[config.mk]
export PLATFORM = sky130hd
export DESIGN_NAME = fifo_stream_reader
export DESIGN_NICKNAME = d
export VERILOG_FILES = /design/src/rtl/fifo_pkg.sv /design/src/rtl/fifo_skid_buf.sv /design/src/rtl/fifo_stream_reader.sv
export SDC_FILE = /design/constraint.sdc
export NUM_CORES = 1
export LEC_CHECK = 0
export CORE_ASPECT_RATIO = 0.8
export CORE_MARGIN = 5
export CORE_UTILIZATION = 45
export CTS_BUF_LIST = sky130_fd_sc_hd__clkbuf_8
export CTS_CLUSTER_DIAMETER = 30
export DETAILED_ROUTE_END_ITERATION = 10
export GPL_TIMING_DRIVEN = 0
export PLACE_DENSITY = 0.72
export SLEW_MARGIN = 20
export SYNTH_ARGS = -nofsm -noshare
export SYNTH_HDL_FRONTEND = slang
export SYNTH_SLANG_ARGS = --single-unit
[constraint.sdc]
create_clock -name clock -period 2.58 [get_ports clock]
set_clock_uncertainty 0.15 [all_clocks]
set_input_delay 0.387 -clock clock [delete_from_list [all_inputs] [get_ports clock]]
set_output_delay 0.387 -clock clock [all_outputs]
set_load 0.05 [all_outputs]
[src/rtl/fifo_pkg.sv]
// Shared FIFO types: default word width, word and occupancy typedefs.
package fifo_pkg;
  localparam int DATA_WIDTH_DEF = 8;
  typedef logic [DATA_WIDTH_DEF-1:0] fifo_word_t;
  typedef logic [1:0]                occ_t;
endpackage

[src/rtl/fifo_skid_buf.sv]
// Two-entry register holding buffer; entry 0 is always the head.
module fifo_skid_buf
  import fifo_pkg::*;
#(
  parameter int DATA_WIDTH = DATA_WIDTH_DEF
) (
  input  logic                  clock,
  input  logic                  reset,
  input  logic                  push,
  input  logic [DATA_WIDTH-1:0] push_data,
  input  logic                  pop,
  output logic [DATA_WIDTH-1:0] head,
  output occ_t                  occ
);
  logic [1:0][DATA_WIDTH-1:0] mem;

  // Caller guarantees no pop at occ=0 and no push-only at occ=2.
  always_ff @(posedge clock or posedge reset) begin
    if (reset) begin
      mem <= '0;
      occ <= '0;
    end else begin
      unique case ({push, pop})
        2'b10: begin
          mem[occ[0]] <= push_data;
          occ         <= occ + 2'd1;
        end
        2'b01: begin
          mem[0] <= mem[1];
          occ    <= occ - 2'd1;
        end
        2'b11: begin
          if (occ == 2'd2) begin
            mem[0] <= mem[1];
            mem[1] <= push_data;
          end else begin
            mem[0] <= push_data;
          end
        end
        default: ;
      endcase
    end
  end

  assign head = mem[0];
endmodule

[src/rtl/fifo_stream_reader.sv]
// FIFO read port to valid/ready stream with 2-word prefetch.
// Optional pop counter on word_count when FIFO_READER_COUNT_EN is defined.
module fifo_stream_reader
  import fifo_pkg::*;
#(
  parameter int DATA_WIDTH = DATA_WIDTH_DEF
`ifdef FIFO_READER_COUNT_EN
  ,parameter int CNT_WIDTH = 16
`endif
) (
  input  logic                  clock,
  input  logic                  reset,
  input  logic                  fifo_empty,
  input  logic [DATA_WIDTH-1:0] fifo_data,
  output logic                  read_en,
  output logic                  m_valid,
  input  logic                  m_ready,
  output logic [DATA_WIDTH-1:0] m_data
`ifdef FIFO_READER_COUNT_EN
  ,output logic [CNT_WIDTH-1:0] word_count
`endif
);
  occ_t       occ;
  logic       inflight;
  logic       pop;
  logic [2:0] credit;

  assign m_valid = (occ != 2'd0);
  assign pop     = m_valid & m_ready;

  // Buffer slots plus the word already requested; a pop frees a slot this cycle.
  assign credit  = {1'b0, occ} + {2'b00, inflight} - {2'b00, pop};
  assign read_en = !reset && !fifo_empty && (credit < 3'd2);

  always_ff @(posedge clock or posedge reset) begin
    if (reset) inflight <= 1'b0;
    else       inflight <= read_en;
  end

  fifo_skid_buf #(.DATA_WIDTH(DATA_WIDTH)) u_buf (
    .clock     (clock),
    .reset     (reset),
    .push      (inflight),
    .push_data (fifo_data),
    .pop       (pop),
    .head      (m_data),
    .occ       (occ)
  );

`ifdef FIFO_READER_COUNT_EN
  always_ff @(posedge clock or posedge reset) begin
    if (reset)    word_count <= '0;
    else if (pop) word_count <= word_count + 1'b1;
  end
`endif
endmodule

# Word level (Yosys, flattened, before mapping)
# Cells that the tools add are included.
word_totals:
  ramBits: 0
  wordCells: 35
  output_inout_bits: 10
  rom_bits: 0
  mem_count: 0
  regBits: 19
  latch_bits: 0
  in_bits: 12
op_classes:
  n_bitwise: 1
  addsub: 4
  n_eq_ne: 5
  n_shift: 0
  n_mul: 0
  div_mod_pow: 0
  mux: 8
  n_reduce_logical: 10
  magnitude_cmp: 3
ops:
  columns: ["op", "count"]
  rows:
  - ["two-way mux 8 bit", 3]
  - ["case mux 8 bit (3 select lines)", 1]
  - ["bitwise mux 16 bit", 1]
  - ["case mux 8 bit (2 select lines)", 1]
  - ["demux 8 bit (select 1 bit)", 1]
  - ["== test 2 bit (second input constant)", 3]
  - ["nonzero test 2 bit", 3]
  - ["case mux 2 bit (2 select lines)", 1]
  - ["adder 2 x 1 -> 3 bit", 1]
  - ["logical AND 1 bit", 3]
  - ["less-than comparator 3 x 2 -> 1 bit (second input constant)", 1]
  - ["nonzero test 3 bit", 1]
  - ["subtractor 3 x 1 -> 3 bit", 1]
  - ["adder 2 x 1 -> 2 bit (second input constant)", 1]
  - ["== test 2 x 1 -> 1 bit (second input constant)", 1]
  - ["zero test 1 bit", 2]
  - ["less-than comparator 1 x 2 -> 1 bit (second input constant)", 1]
  - ["inequality test 2 x 1 -> 1 bit (second input constant)", 1]
  - ["AND reduction 2 bit", 1]
  - ["subtractor 2 x 1 -> 2 bit (second input constant)", 1]
  - ["AND 1 bit", 1]
  - ["greater-or-equal comparator 1 bit (second input constant)", 1]

# Depth between registers and ports, before layout
logic_depth:
  ltp_word: 6
  mapped_depth: 9
  ltp_nobuf: 7

# Cells and area by module
# Synthesis repeated with hierarchy kept, for this count alone.
hier_totals:
  hier_cells: 129
  area_unflattened_um2: 1295.0
modules_own_cells:
  columns: ["mod", "instances", "area_each_um2", "cells_per_inst"]
  rows:
  - ["fifo_skid_buf", 1, 1182.4, 119]
  - ["fifo_stream_reader", 1, 112.6, 10]

# Least setup slack after synthesis
# OpenSTA, ideal clock, no wires.
synth_path:
  path_type: "register -> output"
  from: "reg u_buf.occ[1]"
  to: "out read_en"
  t_arrival_ps: 3813
  path_stages_with_launch: 9
  path_buffers: 1
  path_slack_ps: -1770
  required_ps: 2043
  path_cell_list: "dfrtp_1 > buf_2 > or2_2 > and2_1 > ha_1 > nand2b_1 > fa_1 > xor2_1 > nor4b_1"
synth_via:
  elab_chain_len: 5
  word_cells_on_any_way: 6
  cone_classes: "2 x add/sub; 1 x order compare; 1 x bitwise; 2 x reduce/logical"
synth_rtl:
  columns: ["element", "line", "text"]
  rows:
  - ["from (decl)", "fifo_skid_buf.sv:13", "output occ_t occ"]
  - ["from (signal assigned)", "fifo_skid_buf.sv:26", "occ <= occ + 2'd1;"]
  - ["from (signal assigned)", "fifo_skid_buf.sv:30", "occ <= occ - 2'd1;"]
  - ["nonzero test 2 bit", "fifo_stream_reader.sv:28", "assign m_valid = (occ != 2'd0);"]
  - ["net m_valid", "fifo_stream_reader.sv:16", "output logic m_valid,"]
  - ["AND 1 bit", "fifo_stream_reader.sv:29", "assign pop = m_valid & m_ready;"]
  - ["subtractor 3 x 1 -> 3 bit", "fifo_stream_reader.sv:32", "assign credit = {1'b0, occ} + {2'b00, inflight} - {2'b00, pop};"]
  - ["less-than comparator 3 x 2 -> 1 bit", "fifo_stream_reader.sv:33", "assign read_en = !reset && !fifo_empty && (credit < 3'd2);"]
  - ["logical AND 1 bit", "fifo_stream_reader.sv:33", null]
  - ["to (decl)", "fifo_stream_reader.sv:15", "output logic read_en,"]
# The timed path passes the listed nets, and every way through them passes these cells.

# Final worst setup path
layout_path:
  from: "reg u_buf.occ[1]"
  to: "out read_en"
layout_via:
  elab_chain_len: 5
  word_cells_on_any_way: 6
  cone_classes: "2 x add/sub; 1 x order compare; 1 x bitwise; 2 x reduce/logical"
layout_rtl:
  columns: ["element", "line"]
  rows:
  - ["branches (longest 2 deep; another with adder 2 x 1 -> 3 bit)", null]
  - ["subtractor 3 x 1 -> 3 bit *", "fifo_stream_reader.sv:32"]
  - ["less-than comparator 3 x 2 -> 1 bit *", "fifo_stream_reader.sv:33"]
  - ["logical AND 1 bit *", "fifo_stream_reader.sv:33"]
# Every way passes the cells marked *.

==> results.md <==
Layout:
- The area occupied by registers is 475 um2.
- The top cell types in the final layout, fill and taps aside, are clkdlybuf4s50_1 (20), dfrtp_1 (19), buf_4 (15).
- The design area is 1500 um2.
- The total inserted antenna cells is 0.
- The layout filler cell count is about 200.
- The library cell used most frequently in the layout, excluding fill and tap cells, is clkdlybuf4s50_1.
- The net total in the final layout is 153.
- The area growth from synthesis to final layout is 36.1%.
- In the final layout, the multi-input gates occupy ~550 um2.
- The proportion of layout cells with a drive suffix above 1 is 30.6%.
- Cells fill roughly 62% of the core in the end.

Placed design:
- The final weighted congestion of routability-driven global placement is 0.795.
- The number of buffer cells added on primary ports is 21.
- The placed instances occupy a cell area of about 1400 um2.
- The HPWL after detailed placement is 1750 um.

Power and ir drop:
- The largest voltage drop on the vdd net is 0.553 mV.
- The analysis attributes to cell leakage a power of about 0.64 nW.
- The overall power consumption is 2.08 mW.
- Dividing total power by cell area gives a power density of roughly 1400 nW/um2.

Die:
- The I/O pin total is 22.
- The die boundary width is ~65 um.
- The number of placement rows is 16.
- The total die area is ~3500 um2.
- Measured along the y axis, the die boundary spans roughly 54 um.
- The core area is between 2000 and 2500 um2.
- The initial core utilization is between 40% and 50%.

Clock network:
- The buffer cell driving the clock tree root is clkbuf_8.
- For the worst-skew pair, the clock arrives at the later sink with an insertion delay of around 0.25 ns.
- The clock passes through at most 2 buffers.
- The CTS tree is built.
- Buffers inserted to repair hold after CTS numbered 0.
- The number of sinks driven by the clock tree is 19.
- Clock-pin slew was measured on the worst setup and hold paths at roughly 0.060 ns.
- The number of clock buffers added by TritonCTS is 3.
- In this run the number of H-tree levels came out at 1.

Timing:
- The time the worst path needs with I/O delays and setup is ~3.0 ns.
- Based on the critical path, the design can be clocked at up to roughly 330 MHz.
- The final count of hold timing violations was 0.
- Across all setup checks in the final design, the least slack found is -0.422 ns.
- The remaining max-slew budget at the tightest pin is 51.5%.
- Hold timing on the final database bottoms out at a slack of around 0.36 ns.
- The period utilization is 116%.
- The final-report setup violation count is 1.
- The transition at the pin with the smallest max-transition slack is 0.726 ns.
- The post-route setup TNS is -0.422 ns.
- Setup repair after global routing could not meet its margin everywhere.
- The final-report max-slew violation count is 0.

Logic synthesis:
- Yosys printed 0 warnings.
- The cell area after technology mapping is 1100 um2.
- By area the synthesized netlist is led by dfrtp_1 (43%), mux2_2 (8.2%), buf_4 (6.1%).
- Summing the sequential cell areas from Yosys gives a little over two fifths of the chip area.
- The top cell type by area accounts for a little over two fifths of the synthesized area.
- Of all cell types, the one taking the most synthesized area is dfrtp_1.
- The number of distinct standard cells referenced by the synthesized netlist is 29.
- The cell count after synthesis is a little over 100.
- The mean cell area of the mapped netlist is 10.7 um2.
- The number of nets in the synthesized netlist is ~120.
- Counting flops and latches in the post-synthesis netlist gives 19.

Setup path:
- The data required time at the worst endpoint is slightly above 2 ns.
- The worst register-to-register path ends at u_buf.head[4].
- The data arrival time of the critical path is 2.46 ns.
- STA classifies the critical path startpoint as a flop.
- The flop-to-flop setup slack is ~0.11 ns.
- The cell family contributing the most delay on the critical path is simple AND/OR/NAND/NOR gates.
- The worst setup path is captured at a primary output.
- The critical path contains buffers and inverters numbering 2 combined.
- The length in cells of the worst reg-to-reg path is 10.
- The largest fanout on the critical path is 2.
- Walking the worst path, the cells encountered are buf_6 -> or2_4 -> and2_4 -> ha_4 -> nand2b_4 -> fa_2 -> xor2_2 -> nor4b_4 -> buf_6.
- The kind of critical path is flop to primary output.
- For this run, the slowest stage of the critical path takes approximately 0.40 ns.
- The cell at the slowest stage of the critical path is dfrtp_1.
- The worst register-to-register path begins at u_buf.occ[1].
- The most common cell type on the critical path is buf_6.

Routing:
- After the first detailed-routing iteration, the DRC count stood at 42.
- The number of vias after detailed routing is between 800 and 900.
- The first detailed-routing pass ran for 4 iterations.
- The wire length after detailed routing is between 2000 and 2500 um.
- In the final routed layout, each cell accounts on average for 14.3 um.
- The number of remaining DRC errors is 0.
- The detail-routed via count per cell is 5.29.
- Once detail routing completed, the nets flagged for antenna violations numbered 0.

Global route:
- The global-route wire length before repair is between 3000 and 4000 um.
- The number of antenna violations at the first check in global routing is 0.
- The number of global-route vias before repair was 866.
- Entering global routing, the biggest net connects 20 pins.
- For this run the aggregate overflow at the end of global routing stands at 0.
- The overall routing resource usage is 14.9%.

Min path:
- The startpoint of the worst hold path is u_buf.mem[11].
- The end of the worst hold path is u_buf.mem[11].
- The min-delay analysis places its worst path in the category flop to flop.
- The number of cells on the worst hold path is 1.

Run:
- Max-cap violations in this run came to 0.

Outcome:
- The run finished, with violations left.
- The final reports fail on negative setup slack.
## worst max-delay path by stage
stage                 startpoint  slack, ns  cells past startpoint      end
floorplan           u_buf.occ[1]      -0.55                      8  read_en
global placement         m_ready      -0.98                      8  read_en
detailed placement       m_ready      -1.00                      8  read_en
CTS                 u_buf.occ[1]      -0.41                      9  read_en
global route        u_buf.occ[1]      -0.54                      9  read_en
finish              u_buf.occ[1]      -0.42                      9  read_en
## flip-flops by register name (all words and copies together), names as in the netlist
register    cells
u_buf.occ       2
u_buf.mem       8
u_buf.head      8
inflight        1
## area by class of cell
type / count / share of cell area [%]
plain buffers: 14 / 7.85
clock buffers: 3 / 2.75
clock inverters: 1 / 0.250
inverters: 5 / 1.25
multi-input cells: 65 / 36.8
flip-flops and latches: 19 / 31.7
well taps: 27 / 2.25
repair buffers: 27 / 17.1
## metal layers
layer  global-route usage [%]  part of all wire [%]  up-vias
li1                         -                     -      427
met1                     19.7                    49      398
met2                     24.4                    44       24
met3                     4.11                   6.2        2
met4                     4.14                  0.74        0
met5                        0                     0        -
## timing repair
| item | in CTS | in global routing |
|---|---|---|
| buffers inserted | 6 | 0 |
| pin swaps | 4 | 0 |
| endpoints found under the setup margin | 1 | 1 |
| resized for setup | 7 | 0 |
## kinds of logic (layout without fill, tap and decap cells)
| logic type | count (synthesis) | in the layout | share of synthesized area [%] |
|---|---|---|---|
| xor+xnor | 4 | 4 | 3.18 |
| fa+ha+maj | 6 | 6 | 7.50 |
| buf+inv | 19 | 50 | 11.2 |
| flops | 19 | 19 | 43.2 |
| simple gates | 19 | 19 | 11.1 |
| compound gates | 28 | 28 | 15.6 |
| mux | 8 | 8 | 8.18 |
## synthesized netlist by cell type (all sizes together)
master and count:
and3b 1, o21bai 1, and2 2, or2 1
nand2b 2, dfrtp 19, inv 4, nand3 6
xnor2 2, nand2 1, a31oi 8, a21oi 8
o21ai 7, a41oi 2, or3b 1, nand3b 1
fa 1, ha 5, clkinv 1, nor2 1
nor4b 3, xor2 2, a32oi 2, mux2 8
buf 14
## metrics by stage
step | cells | setup slack, ns
floorplan | 103 | -0.551
global placement | 151 | -0.976
detailed placement | 151 | -1.00
CTS | 161 | -0.408
global route | 161 | -0.544
finish | 161 | -0.422
## power by group
part / total (mW) / internal (mW) / switching [mW]
clock network: 0.192 / 0.105 / 0.0868
registers: 0.539 / 0.451 / 0.0882
logic: 1.35 / 0.636 / 0.715
total: 2.08 / 1.19 / 0.890
Power figures use the tool's default switching activity.
==> edit 1, RTL diff (same settings) <==
Build with the macro `FIFO_READER_COUNT_EN` defined.
--- a/src/rtl/fifo_stream_reader.sv
+++ b/src/rtl/fifo_stream_reader.sv
@@ -2,2 +2,4 @@
 // Optional pop counter on word_count when FIFO_READER_COUNT_EN is defined.
+`define FIFO_READER_COUNT_EN
+
 module fifo_stream_reader
Behaviour (old outputs only; new: word_count): unchanged (equiv_simple and equiv_induct, registers matched by name and starting in step).
==> edit 1 against the original RTL <==
- the run still ends with negative setup slack left
- synthesized area increased by 67%
- hold slack got worse by 0.029 ns
- worst setup slack better by 0.33 ns
- power increased by 30%
- largest cell class is now registers
- sequential cell count increased by 16
- register-to-register slack gained 0.40 ns
- final area is 63% higher
- core utilization up 0.73 points
- sequential share of layout area up 4.0 points
- global-route usage rose by 2.2 points
- largest power group unchanged
- routed wire length rose by 74%
- synthesized cell count increased by 65%
- critical endpoint unchanged
==> edit 1: results (changes against the original RTL) <==
met1 usage 23.9% (+4.2 points); setup tns final -0.0944 ns (+0.328 ns); Syn. warnings 0 (unchanged); Clock Latency Late Sink 0.28 ns (+0.03 ns); cts bufs inserted 5 (+2); CP peak stage delay 0.40 ns (about the same); final estimated routing congestion in global placement 0.798 (+0.36%); share of cells above drive strength 1 21.9% (-8.7 points); dpl ws -0.773 ns (+0.232 ns); leakage power total 1.06 nW (+64%); H-tree depth 2 (+1); Seq/Total Area, Yosys 47.7% (+4.5 points); final setup fails 1 (unchanged); failing checks negative setup slack; average cell area after synthesis 10.8 um^2 (+1.1%); Synth Area in XOR/XNOR 8.10% (+4.9 points); Worst-Margin Slew 0.779 ns (+0.0525 ns); post-synth cell types 36 (+24%); status finished with violations; Synth Area in Compound Gates 13.9% (-1.7 points); via count 1422 (+67%); syn_nets 184 (+52%); HPWL Detailed 2790 um (+59%); crit-path max FO 3 (+1); Inst Count DP 261 (+73%); overall routing resource usage 17.1% (+2.2 points); top post-synthesis cells by area dfrtp_1, mux2_2, xnor2_1, buf_4, mux2i_1; grt met2 use 26.0% (+1.6 points); top post-synthesis cells by count dfrtp_1, nand2_1, a21oi_1, buf_4, o21ai_0; crit path from u_buf.occ[0]; largest net degree at the start of global routing 36 (+80%); hold_sp word_count[15]; DR iter-0 viols 69 (+64%); peak supply drop 0.576 mV (+4.2%); r2r startpoint u_buf.occ[1]; Final Net Count 232 (+52%); Worst Slack Setup Final -0.0944 ns (+0.328 ns); port bufs 36 (+71%); number of global-route vias before repair 1490 (+72%); met3 GRT Util 4.00% (-0.11 points); mux share of post-synthesis cell area 8.71% (+0.53 points); CP arrival 2.14 ns (-0.32 ns); first-pass GRT wire length 7070 um (+78%)
-- edit 1: changes by cell type after synthesis, sizes merged, moves of 4 or more --
cell	unedited run	this run
nor2	1	7
xnor2	2	9
nand2	1	16
mux2i	0	7
a31oi	8	0
xor2	2	8
o22ai	0	9
ha	5	1
o21ai	7	12
dfrtp	19	35
-- edit 1: power by group --
group | total, W | switching (W) | internal (W)
registers | 0.000881 | 0.000152 | 0.000729
clock network | 0.000426 | 0.000186 | 0.000240
logic | 0.00139 | 0.000807 | 0.000585
total | 0.00270 | 0.00115 | 0.00155
-- edit 1: final cells by class --
cell class | count | area, um^2
buffer | 15 | 114
clock buffer | 7 | 96.3
clock inverter | 1 | 3.75
fill | 307 | 1430
inverter | 5 | 18.8
multi-input combinational | 114 | 866
sequential | 35 | 876
tap | 55 | 68.8
timing repair buffer | 42 | 405
-- edit 1: kinds of logic (layout without fill, tap and decap cells) --
group                      Yosys count  count (layout)
DFF                                 35              35
and+or+nand+nor                     42              42
adders and majority gates            2               2
AOI/OAI and AO/OA                   38              38
muxes                               15              15
xor gates and xnor gates            17              17
buffers and inverters               21              70
-- edit 1: routing by layer --
layer	vias to the layer above	share of wire (%)
met5	-	0
met4	0	0.62
met2	49	45
met1	689	48
met3	2	6.0
li1	682	-
-- edit 1: worst paths after layout --
path	endpoint	slack, ns	depth (start not counted)
worst max-delay path	read_en	-0.09	7
worst min-delay path	word_count[15]	0.33	1
worst max register to register	u_buf.head[2]	0.51	6
worst min register to register	word_count[15]	0.33	1
max in group asynchronous	u_buf.head[4]	1.32	2
min in group asynchronous	word_count[5]	0.50	2
-- edit 1: worst register-to-register path: cells and delay by family (launching register included) --
family	cells	cell delay, ns
AOI/OAI and AO/OA	4	1.09
DFF	1	0.38
buffers and inverters	2	0.31
-- edit 1: timing repair --
| item | 4_1_cts | 5_1_grt |
|---|---|---|
| hold buffers | 0 | 0 |
| setup buffers | 5 | 1 |
| gates resized for setup | 12 | 3 |
| endpoints found under the setup margin | 2 | 1 |
| cloned | 0 | 0 |
| pin swaps | 4 | 3 |
-- edit 1: metrics by stage --
| step | hold slack, ns | cell area [um^2] |
|---|---|---|
| after floorplan | 0.346 | 1850 |
| after global placement | 0.310 | 2280 |
| after detailed placement | 0.321 | 2280 |
| after CTS | 0.315 | 2440 |
| after global routing | 0.340 | 2450 |
| final | 0.327 | 2450 |
==> edit 2, RTL diff (config.mk and constraints unchanged) <==
Made on the original files. `DATA_WIDTH_DEF`: 8 -> 6.
--- a/src/rtl/fifo_pkg.sv
+++ b/src/rtl/fifo_pkg.sv
@@ -2,3 +2,3 @@
 package fifo_pkg;
-  localparam int DATA_WIDTH_DEF = 8;
+  localparam int DATA_WIDTH_DEF = 6;
   typedef logic [DATA_WIDTH_DEF-1:0] fifo_word_t;
Interface: changed (resized fifo_data and m_data); port bits go from 22 to 18. No check against the original RTL was run, so the function may have changed too.
==> edit 2 against the original RTL <==
- the flow still finishes with violations (negative setup slack)
- worst setup slack worse by 0.015 ns
- final area down 11%
- power down 14%
- synthesized area down 12%
- sequential cell count down 4
- routed wire length down 9.9%
- count of clock-buffer cells in the layout unchanged
- die area down 9.7%
==> edit 2: results (changes against the original RTL) <==
Layout area overhead 36.6%; failing checks negative setup slack; Final Non-Filler Cells 145 (-9.9%); post-synthesis adder-cell area fraction 8.48% (+0.98 points); overall routing resource usage 15.6% (+0.72 points); Non-CTS inverters 6 (+1); Signal buf overhead 23.6% (-1.3 points); top post-synthesis cells by count dfrtp_1, a31oi_1; Filler Cell Count 168 (-18%); mux share of post-synthesis cell area 6.94% (-1.2 points); post-synthesis register bit count 15 (-4); PD cells 1350 mW/mm^2 (-2.8%); Comb power frac 65.0% (about the same); HPWL Detailed 1550 um (-11%); bufs w/o clock 36 (-12%); multi-input gates 59 (-9.2%); post-synth cell types 28 (-3.4%); port bufs 17 (-19%); post-CTS resize count 9 (+2); Switching Fraction 43.5% (+0.81 points); Worst Slack Setup Final -0.437 ns (-0.0147 ns); total placed instance area 0.00123 mm^2 (-13%); final setup fails 1 (unchanged); status finished with violations; final estimated routing congestion in global placement 0.827 (+4.0%); DR iter-0 viols 40 (-4.8%); dpl ws -0.993 ns (+0.0110 ns); Max transition margin 64.0% (+12 points); Final Net Count 137 (-10%); largest net degree at the start of global routing 16 (-20%); multi-input gate share of total cell area 40.6% (+3.8 points); setup tns final -0.437 ns (-0.0147 ns); first-pass GRT wire length 3590 um (-9.2%); peak supply drop 0.846 mV (+53%); Seq/Total Area, Yosys 38.6% (-4.6 points); syn_nets 109 (-9.9%); clk cell area share 3.48% (+0.48 points); post-DR wirelength/cell 14.3 um (about the same); share of cells above drive strength 1 30.8% (+0.24 points); leakage power total 0.581 nW (-9.9%); Synth Area in XOR/XNOR 3.60% (+0.42 points); top post-synthesis cells by area dfrtp_1, a31oi_1, ha_1, mux2_2, a32oi_1; Flop pwr share 24.2% (-1.7 points)
-- edit 2: cell families after synthesis --
kind of cell | count (synthesis)
xor gates and xnor gates | 4
adders and majority gates | 6
AOI/OAI and AO/OA | 25
muxes | 6
buffers and inverters | 19
DFF | 15
and+or+nand+nor | 18
-- edit 2: metal layers --
metal  global-route usage (%)  up-vias  routed length (um)
met2                     21.2       21                 966
li1                         -      392                   -
met3                     3.23        4                  70
met4                     8.13        0                  29
met5                        0        -                   0
met1                     22.9      355                1010
-- edit 2: worst paths after layout --
kind / startpoint / to / depth (start not counted) / slack (ns)
hold reg to reg: u_buf.mem[9] / u_buf.mem[9] / 1 / 0.38
min in group asynchronous: reset / u_buf.occ[1] / 2 / 0.42
hold / removal: u_buf.mem[9] / u_buf.mem[9] / 1 / 0.38
setup reg to reg: u_buf.occ[1] / u_buf.head[2] / 10 / 0.09
max in group asynchronous: reset / u_buf.head[5] / 2 / 1.51
setup / recovery: u_buf.occ[1] / read_en / 9 / -0.44
